===== src/rtl/quad_gate_bist_ctrl.sv =====
// Self-test sequencer for one quad 2-input gate package. Walks all 256
// {A,B} input patterns across the four gates in parallel, waits a settle
// interval, compares the synchronized gate outputs against the expected
// function and accumulates a per-gate fail mask plus the first bad vector.
//
//   state  | meaning
//   -------+-----------------------------------------------------------
//   IDLE   | waiting for start; drive parked at 0 (or 0xFF after a run)
//   SETTLE | drive applied, counting down the settle interval
//   CHECK  | compare y_s against expected, advance or finish
//   DONE   | one-cycle completion, pass latched on exit
module quad_gate_bist_ctrl #(
    parameter int FUNC          = 0,
    parameter int SETTLE_CYCLES = 3
) (
    input  logic       clk_i,
    input  logic       rst_n_i,
    input  logic       start_i,
    input  logic       abort_i,
    output logic [3:0] drive_a_o,
    output logic [3:0] drive_b_o,
    input  logic [3:0] dut_y_i,
    output logic       busy_o,
    output logic       done_o,
    output logic       pass_o,
    output logic [3:0] fail_mask_o,
    output logic [7:0] first_fail_vec_o,
    output logic       first_fail_valid_o
);

    // Anything shorter than 3 would sample before the synchronizer has caught up.
    localparam int S  = (SETTLE_CYCLES < 3) ? 3 : SETTLE_CYCLES;
    localparam int CW = $clog2(S);
    localparam logic [CW-1:0] CNT_INIT = CW'(S - 1);

    typedef enum logic [1:0] {
        IDLE   = 2'd0,
        SETTLE = 2'd1,
        CHECK  = 2'd2,
        DONE   = 2'd3
    } state_t;

    state_t        state_q, state_d;
    logic [7:0]    vec_q, vec_d;
    logic [CW-1:0] cnt_q, cnt_d;
    logic [3:0]    drive_a_q, drive_a_d;
    logic [3:0]    drive_b_q, drive_b_d;
    logic [3:0]    fail_mask_q, fail_mask_d;
    logic [7:0]    ffv_q, ffv_d;
    logic          ffvalid_q, ffvalid_d;
    logic          pass_q, pass_d;
    logic [3:0]    y_meta_q, y_s_q;
    logic [3:0]    exp_y;
    logic [3:0]    mis;
    logic [7:0]    vec_nxt;

    // Two-flop synchronizer for the asynchronous gate outputs.
    always_ff @(posedge clk_i or negedge rst_n_i) begin
        if (!rst_n_i) begin
            y_meta_q <= 4'h0;
            y_s_q    <= 4'h0;
        end else begin
            y_meta_q <= dut_y_i;
            y_s_q    <= y_meta_q;
        end
    end

    // Expected gate response and per-gate mismatch for the applied vector.
    always_comb begin
        exp_y = drive_a_q & drive_b_q;
        case (FUNC)
            1:       exp_y = ~(drive_a_q & drive_b_q);
            2:       exp_y = drive_a_q | drive_b_q;
            3:       exp_y = drive_a_q ^ drive_b_q;
            default: exp_y = drive_a_q & drive_b_q;
        endcase
        mis     = y_s_q ^ exp_y;
        vec_nxt = vec_q + 8'd1;
    end

    // Next-state and datapath updates; abort overrides everything outside IDLE.
    always_comb begin
        state_d     = state_q;
        vec_d       = vec_q;
        cnt_d       = cnt_q;
        drive_a_d   = drive_a_q;
        drive_b_d   = drive_b_q;
        fail_mask_d = fail_mask_q;
        ffv_d       = ffv_q;
        ffvalid_d   = ffvalid_q;
        pass_d      = pass_q;
        done_o      = 1'b0;

        if (state_q != IDLE && abort_i) begin
            state_d   = IDLE;
            drive_a_d = 4'h0;
            drive_b_d = 4'h0;
        end else begin
            case (state_q)
                IDLE: begin
                    if (start_i) begin
                        state_d     = SETTLE;
                        vec_d       = 8'h00;
                        drive_a_d   = 4'h0;
                        drive_b_d   = 4'h0;
                        cnt_d       = CNT_INIT;
                        fail_mask_d = 4'h0;
                        ffv_d       = 8'h00;
                        ffvalid_d   = 1'b0;
                        pass_d      = 1'b0;
                    end
                end
                SETTLE: begin
                    if (cnt_q == '0) begin
                        state_d = CHECK;
                    end else begin
                        cnt_d = cnt_q - 1'b1;
                    end
                end
                CHECK: begin
                    fail_mask_d = fail_mask_q | mis;
                    if (mis != 4'h0 && !ffvalid_q) begin
                        ffv_d     = vec_q;
                        ffvalid_d = 1'b1;
                    end
                    if (vec_q == 8'hFF) begin
                        state_d = DONE;
                    end else begin
                        vec_d     = vec_nxt;
                        drive_a_d = vec_nxt[7:4];
                        drive_b_d = vec_nxt[3:0];
                        cnt_d     = CNT_INIT;
                        state_d   = SETTLE;
                    end
                end
                DONE: begin
                    done_o  = 1'b1;
                    pass_d  = (fail_mask_q == 4'h0);
                    state_d = IDLE;
                end
                default: state_d = IDLE;
            endcase
        end
    end

    // State and datapath registers.
    always_ff @(posedge clk_i or negedge rst_n_i) begin
        if (!rst_n_i) begin
            state_q     <= IDLE;
            vec_q       <= 8'h00;
            cnt_q       <= '0;
            drive_a_q   <= 4'h0;
            drive_b_q   <= 4'h0;
            fail_mask_q <= 4'h0;
            ffv_q       <= 8'h00;
            ffvalid_q   <= 1'b0;
            pass_q      <= 1'b0;
        end else begin
            state_q     <= state_d;
            vec_q       <= vec_d;
            cnt_q       <= cnt_d;
            drive_a_q   <= drive_a_d;
            drive_b_q   <= drive_b_d;
            fail_mask_q <= fail_mask_d;
            ffv_q       <= ffv_d;
            ffvalid_q   <= ffvalid_d;
            pass_q      <= pass_d;
        end
    end

    assign busy_o             = (state_q != IDLE);
    assign drive_a_o          = drive_a_q;
    assign drive_b_o          = drive_b_q;
    assign pass_o             = pass_q;
    assign fail_mask_o        = fail_mask_q;
    assign first_fail_vec_o   = ffv_q;
    assign first_fail_valid_o = ffvalid_q;

endmodule


===== config.mk =====
export PLATFORM = sky130hd
export DESIGN_NAME = quad_gate_bist_ctrl
export DESIGN_NICKNAME = d
export VERILOG_FILES = /design/src/rtl/quad_gate_bist_ctrl.sv
export SDC_FILE = /design/constraint.sdc
export NUM_CORES = 1
export LEC_CHECK = 0
export CAP_MARGIN = 20
export CORE_MARGIN = 1.5
export CORE_UTILIZATION = 48
export DETAILED_ROUTE_END_ITERATION = 8
export PLACE_DENSITY = 0.75
export SYNTH_ARGS = -nofsm -noshare
export SYNTH_HDL_FRONTEND = slang
export SYNTH_SLANG_ARGS = --single-unit
export TNS_END_PERCENT = 1

===== constraint.sdc =====
create_clock -name clk_i -period 2 [get_ports clk_i]
set_input_delay 0.4 -clock clk_i [delete_from_list [all_inputs] [get_ports clk_i]]
set_output_delay 0.4 -clock clk_i [all_outputs]
set_load 0.03 [all_outputs]

==> qor.csv, run 1 <==
metric,value,unit
outcome,finished clean,
nFillCells,333,
hold_path.class,input port to async pin,
synth_top_area_cell,dfrtp_1,
cp.arrival,1.52,ns
p_comb_frac,0.444,
hold_viol,0,
core,4030,µm²
yosysSeqAreaShare,0.519,
clkSinkCount,42,
rows,23,
avgSynthCellArea,10.7,µm²
synth_top_flop_cell,dfrtp_1,
wl_met1,2050,µm
wl_per_cell,15.2,µm
topRoutingLayerUsed,met4,
die_h,68.0,µm
ys_ff_latch,42,
synth_top_area_share,0.519,
crit_fanout,5,
gp_congestion,0.827,
cpMaxStageDelayCell,dfrtp_1,
crit_path_end_kind,output port,
dp_hpwl,3200,µm
synth_area_leaders,"dfrtp_1 52%, mux2_2 5.0%, nand2_1 4.4%",
dr_wl_met3,174,µm
path_class,register to output port,
drt_iter0_markers,79,
clkPwrFrac,0.197,
crit_chain,inv_2 > ha_4 > buf_4 > nand2b_4 > and2_1 > buf_4,
cp.required,1.60,ns
diodes,0,
setup.worst_path.start,state_q[1]$_DFFE_PN0P_,
syn_nets,204,
grt_usage,0.216,
grt_max_degree,25,
grt_antenna_before_repair,0,
clkTransAtPathRegs,0.09,ns
crit_buf_inv,3,
io_pins,32,
wl,4450,µm
p_sw,0.00111,W
htreeDepth,2,
slew_viol_final,0,
power.density,1120,nW/µm²
ys_warn_count,0,
period_needed,1.92,ns
vias,1600,
ys_async_sr_fraction,1.00,
power.total,0.00293,W
firstDrtPassIters,4,
dieArea,4620,µm²
r2r-start,state_q[0]$_DFFE_PN0P_,
layout_commonest_cell,dfrtp_1,
rsz0062_at_grt,true,
slew_headroom,0.523,
syn_area,2030,µm²
place_ws,-0.0624,ns
setup_violations,0,
placed_cells,283,
path_depth,6,
routed-wl-met2,2170,µm
path_common_cell,buf_4,
die_w,68.0,µm
ys_types,40,
cts-buffers-inserted,5,
fmax,520,MHz
overflow,0,
fin_util,0.651,
worstSetupStartpointType,register,
vdd_drop_max,0.769,mV
finalNonFillerCells,292,
synthToLayoutAreaGrowth,29.3,%
mostFrequentLayoutCells,"42 x dfrtp_1, 28 x clkdlybuf4s50_1, 24 x nand2_1",
ant_nets,0,
p_sw_frac,0.380,
p_leak,1.12,nW
fin_worst_skew,0.00693,ns
seqPwrFrac,0.359,
route.detailed.drc,0,
p_int,0.00181,W
grt_pass1_vias,1563,
clkLatencyLatePin,0.30,ns
regToRegSetupSlack,0.10,ns
cts_buffer_depth,2,
start_util,0.503,
drive_above_1_share,0.211,
cts_tree,built,
synth_edf_count,0,
syn_inst,190,
worst_pin_slew,0.714,ns
fin_crit_sh,0.962,
drv_cap,0,
slowest_delay,0.38,ns
critPathCapture,done_o,
nNetsFinal,255,
fin_ws,0.0758,ns
vias_per_cell,5.48,
critPathTopFamily,flip-flops,
cts-root-buf,clkbuf_8,
rr_worst_depth,6,
numPortBuffers,31,
grt_pass1_wl,7420,µm
r2r-end,first_fail_vec_o[4]$_DFFE_PN0P_,
==> stage by stage <==
step | setup TNS [ns] | cell area (µm²) | hold WS [ns]
2_1_floorplan | 0 | 2030 | 0.104
3_3_place_gp | -0.332 | 2490 | 0.333
3_5_place_dp | -0.671 | 2490 | 0.340
4_1_cts | 0 | 2600 | 0.0744
5_1_grt | -0.00475 | 2620 | 0.0736
6_report | 0 | 2620 | 0.0461
==> power groups by stage <==
stage          registers [W]  clock network (W)  logic [W]
3_3_place_gp         0.00107                  0    0.00120
3_5_place_dp         0.00107                  0    0.00123
2_1_floorplan        0.00119                  0   0.000651
6_report             0.00105           0.000577    0.00130
5_1_grt              0.00107           0.000625    0.00140
4_1_cts              0.00105           0.000588    0.00127
==> logic make-up (layout without fill, tap and decap cells) <==
group / count (synthesis) / in the layout / share of synthesized area
buffers and inverters: 18 / 70 / 0.0389
XOR/XNOR: 3 / 3 / 0.0130
flip-flops: 42 / 42 / 0.519
adder cells (fa/ha/maj): 6 / 6 / 0.0370
AO/OA/AOI/OAI: 53 / 53 / 0.192
AND/OR/NAND/NOR: 57 / 57 / 0.140
multiplexers: 11 / 11 / 0.0605
==> state kept, by name, indices dropped and copies added (netlist names) <==
name and cells:
cnt_q 2, drive_a_o 4, drive_b_o 4, fail_mask_o 4, first_fail_valid_o 1, first_fail_vec_o 8
pass_o 1, state_q 2, vec_q 8, y_meta_q 4, y_s_q 4
==> synth_stat cells (3+ instances only) <==
| cell type | instances |
|---|---|
| dfrtp_1 | 42 |
| nor2_1 | 12 |
| a21oi_1 | 14 |
| o22ai_1 | 9 |
| inv_1 | 16 |
| mux2_2 | 9 |
| o21ai_0 | 9 |
| nand2b_1 | 3 |
| a22o_1 | 3 |
| ha_1 | 6 |
| nand3_1 | 5 |
| nand2_1 | 24 |
| xnor2_1 | 3 |
==> routing by layer <==
layer / GRT usage / up-vias
met2: 0.368 / 37
met4: 0.0525 / 0
li1: - / 782
met3: 0.0345 / 8
met1: 0.289 / 773
met5: 0 / -
==> final cells by class <==
class,instances,area (µm²),share of cell area
Clock buffer,6,82.6,0.0315
Clock inverter,2,12.5,0.00477
Inverter,16,60.1,0.0229
Multi-Input combinational cell,130,927,0.354
Sequential cell,42,1050,0.401
Tap cell,50,62.6,0.0239
Timing Repair Buffer,46,425,0.162
==> how the worst min path moves through the flow <==
stage,start,to,slack (ns),cells after the start
floorplan,rst_n_i,cnt_q[0]$_DFFE_PN0P_,0.10,0
detailed placement,y_meta_q[1]$_DFF_PN0_,y_s_q[1]$_DFF_PN0_,0.34,0
CTS,rst_n_i,vec_q[7]$_DFFE_PN0P_,0.07,1
global route,rst_n_i,vec_q[7]$_DFFE_PN0P_,0.07,1
global placement,y_meta_q[3]$_DFF_PN0_,y_s_q[3]$_DFF_PN0_,0.33,0
finish,rst_n_i,vec_q[7]$_DFFE_PN0P_,0.05,1
==> timing repair <==
action	4_1_cts	5_1_grt
setup endpoints to repair	2	10
hold buffers	0	0
resized for setup	2	4
setup buffers	1	0
pin swaps	0	0
Power figures use the tool's default switching activity.
==> run 2, diff against run 1 <==
==> constraint.sdc (replaced) <==
create_clock -name clk_i -period 1.75 [get_ports clk_i]
set_input_delay 0.35 -clock clk_i [delete_from_list [all_inputs] [get_ports clk_i]]
set_output_delay 0.35 -clock clk_i [all_outputs]
set_load 0.03 [all_outputs]
==> run 2 against run 1 <==
Power is 32% higher. Largest power group unchanged. Sequential power up 15%. Worst hold slack better by 0.31 ns. The flow now finishes with violations (negative setup slack). Critical endpoint is now drive_a_o[2]$_DFFE_PN0P_.
==> qor.csv, run 2 (synthesized netlist as in run 1, its figures left out) <==
metric,value,unit
outcome,"complete, but fails checks",
violations,negative setup slack,
overflow,0,
grt_pass1_wl,7880,µm
ant_nets,0,
drt_iter0_markers,137,
fin_worst_skew,0.00752,ns
mostFrequentLayoutCells,"41 x dfrtp_1, 29 x buf_4, 22 x nand2_1",
rows,23,
layout_commonest_cell,dfrtp_1,
power.total,0.00387,W
cts-buffers-inserted,5,
gp_congestion,0.820,
htreeDepth,2,
grt_pass1_vias,1639,
p_comb_frac,0.484,
cts_buffer_depth,2,
hold_viol,0,
cts-root-buf,clkbuf_8,
holdPathStages,0,
rsz0062_at_grt,true,
vdd_drop_max,0.967,mV
seqPwrFrac,0.313,
die_w,68.0,µm
grt_usage,0.232,
clkTransAtPathRegs,0.08,ns
worstSetupStartpointType,register,
core,4030,µm²
slew_headroom,0.582,
period_needed,1.84,ns
worst_pin_slew,0.622,ns
dr_wl_met3,331,µm
drv_cap,0,
grt_max_degree,26,
wl_met1,2240,µm
p_int,0.00244,W
crit_chain,inv_2 > ha_4 > nand4_1 > buf_6 > buf_6 > nor2_4 > o21ai_4 > buf_12 > mux2_4,
path_common_cell,buf_6,
hp-start,y_meta_q[3]$_DFF_PN0_,
cp.required,1.94,ns
power.density,1310,nW/µm²
fin_ws,-0.0855,ns
route.detailed.drc,0,
r2r-end,drive_a_o[2]$_DFFE_PN0P_,
drive_above_1_share,0.318,
cp.arrival,2.02,ns
numPortBuffers,31,
wl,5290,µm
io_pins,32,
dieArea,4620,µm²
clkPwrFrac,0.203,
grt_antenna_before_repair,0,
nNetsFinal,274,
setup_violations,19,
fin_crit_sh,1.05,
firstDrtPassIters,4,
slowest_delay,0.39,ns
r2r-start,state_q[0]$_DFFE_PN0P_,
rr_worst_depth,9,
die_h,68.0,µm
start_util,0.503,
regToRegSetupSlack,-0.09,ns
dp_hpwl,3330,µm
routed-wl-met2,2660,µm
critPathTopFamily,buffers and inverters,
crit_buf_inv,4,
diodes,0,
cpMaxStageDelayCell,dfrtp_1,
clkLatencyLatePin,0.30,ns
hold_path.class,register to register,
path_depth,9,
wl_per_cell,17.0,µm
vias,1756,
vias_per_cell,5.65,
cts_tree,built,
slew_viol_final,0,
p_leak,1.34,nW
topRoutingLayerUsed,met4,
synthToLayoutAreaGrowth,45.5,%
p_sw_frac,0.370,
place_ws,-0.274,ns
setup.worst_path.start,state_q[0]$_DFFE_PN0P_,
clkSinkCount,42,
fmax,545,MHz
critPathCapture,drive_a_o[2]$_DFFE_PN0P_,
p_sw,0.00143,W
crit_fanout,8,
crit_path_end_kind,register,
path_class,register to register,
## run 2: cell types whose count changed in the layout (fill, tap and decap cells not counted), moves of 4 or more
| cell | change |
|---|---|
| clkdlybuf4s50_1 | -8 |
| dlygate4sd2_1 | +4 |
| dlymetal6s2s_1 | +4 |
| ha_1 | -4 |
| buf_4 | +13 |
| buf_6 | +4 |
## run 2: power groups by stage
stage	clock network [W]	registers (W)	logic, W
floorplan	0	0.00136	0.000774
global placement	0	0.00121	0.00150
detailed placement	0	0.00122	0.00153
CTS	0.000799	0.00120	0.00171
global route	0.000841	0.00123	0.00200
finish	0.000785	0.00121	0.00187
## run 2: area by class of cell
class                      count  area (µm²)
clock buffer                   5        68.8
sequential                    42        1050
timing repair buffer          65         603
multi-input combinational    130        1050
fill                         275        1080
inverter                      16        60.1
clock inverter                 3        48.8
tap                           50        62.6
## run 2: timing repair
item                                    CTS  global route
setup buffers                             6             2
pin swaps                                 6            10
hold buffers                              1             0
gates resized for setup                  21            18
endpoints found under the setup margin   34            36
hold endpoints to repair                  1             0
## run 2: metal layers
layer	vias to the layer above	global-route usage
met4	0	0.0500
li1	816	-
met5	-	0
met2	75	0.393
met3	10	0.0461
met1	855	0.308
## run 2: how the worst min path moves through the flow
stage	slack, ns	endpoint
after floorplan	0.05	cnt_q[0]$_DFFE_PN0P_
after global routing	0.35	y_s_q[2]$_DFF_PN0_
final	0.35	y_s_q[3]$_DFF_PN0_
after detailed placement	0.32	fail_mask_o[2]$_DFFE_PN0P_
after global placement	0.32	fail_mask_o[2]$_DFFE_PN0P_
after CTS	0.35	y_s_q[2]$_DFF_PN0_
## run 2: per-stage QoR
| step | cell area, µm² | hold WS [ns] | cells | utilization | TNS (ns) |
|---|---|---|---|---|---|
| after floorplan | 2050 | 0.0544 | 190 | - | -1.22 |
| after global placement | 2610 | 0.322 | 296 | 0.647 | -4.40 |
| after detailed placement | 2610 | 0.322 | 296 | 0.647 | -5.12 |
| after CTS | 2860 | 0.354 | 310 | 0.710 | -0.551 |
| after global routing | 2950 | 0.352 | 311 | 0.732 | -1.96 |
| final | 2950 | 0.354 | 311 | 0.732 | -0.675 |
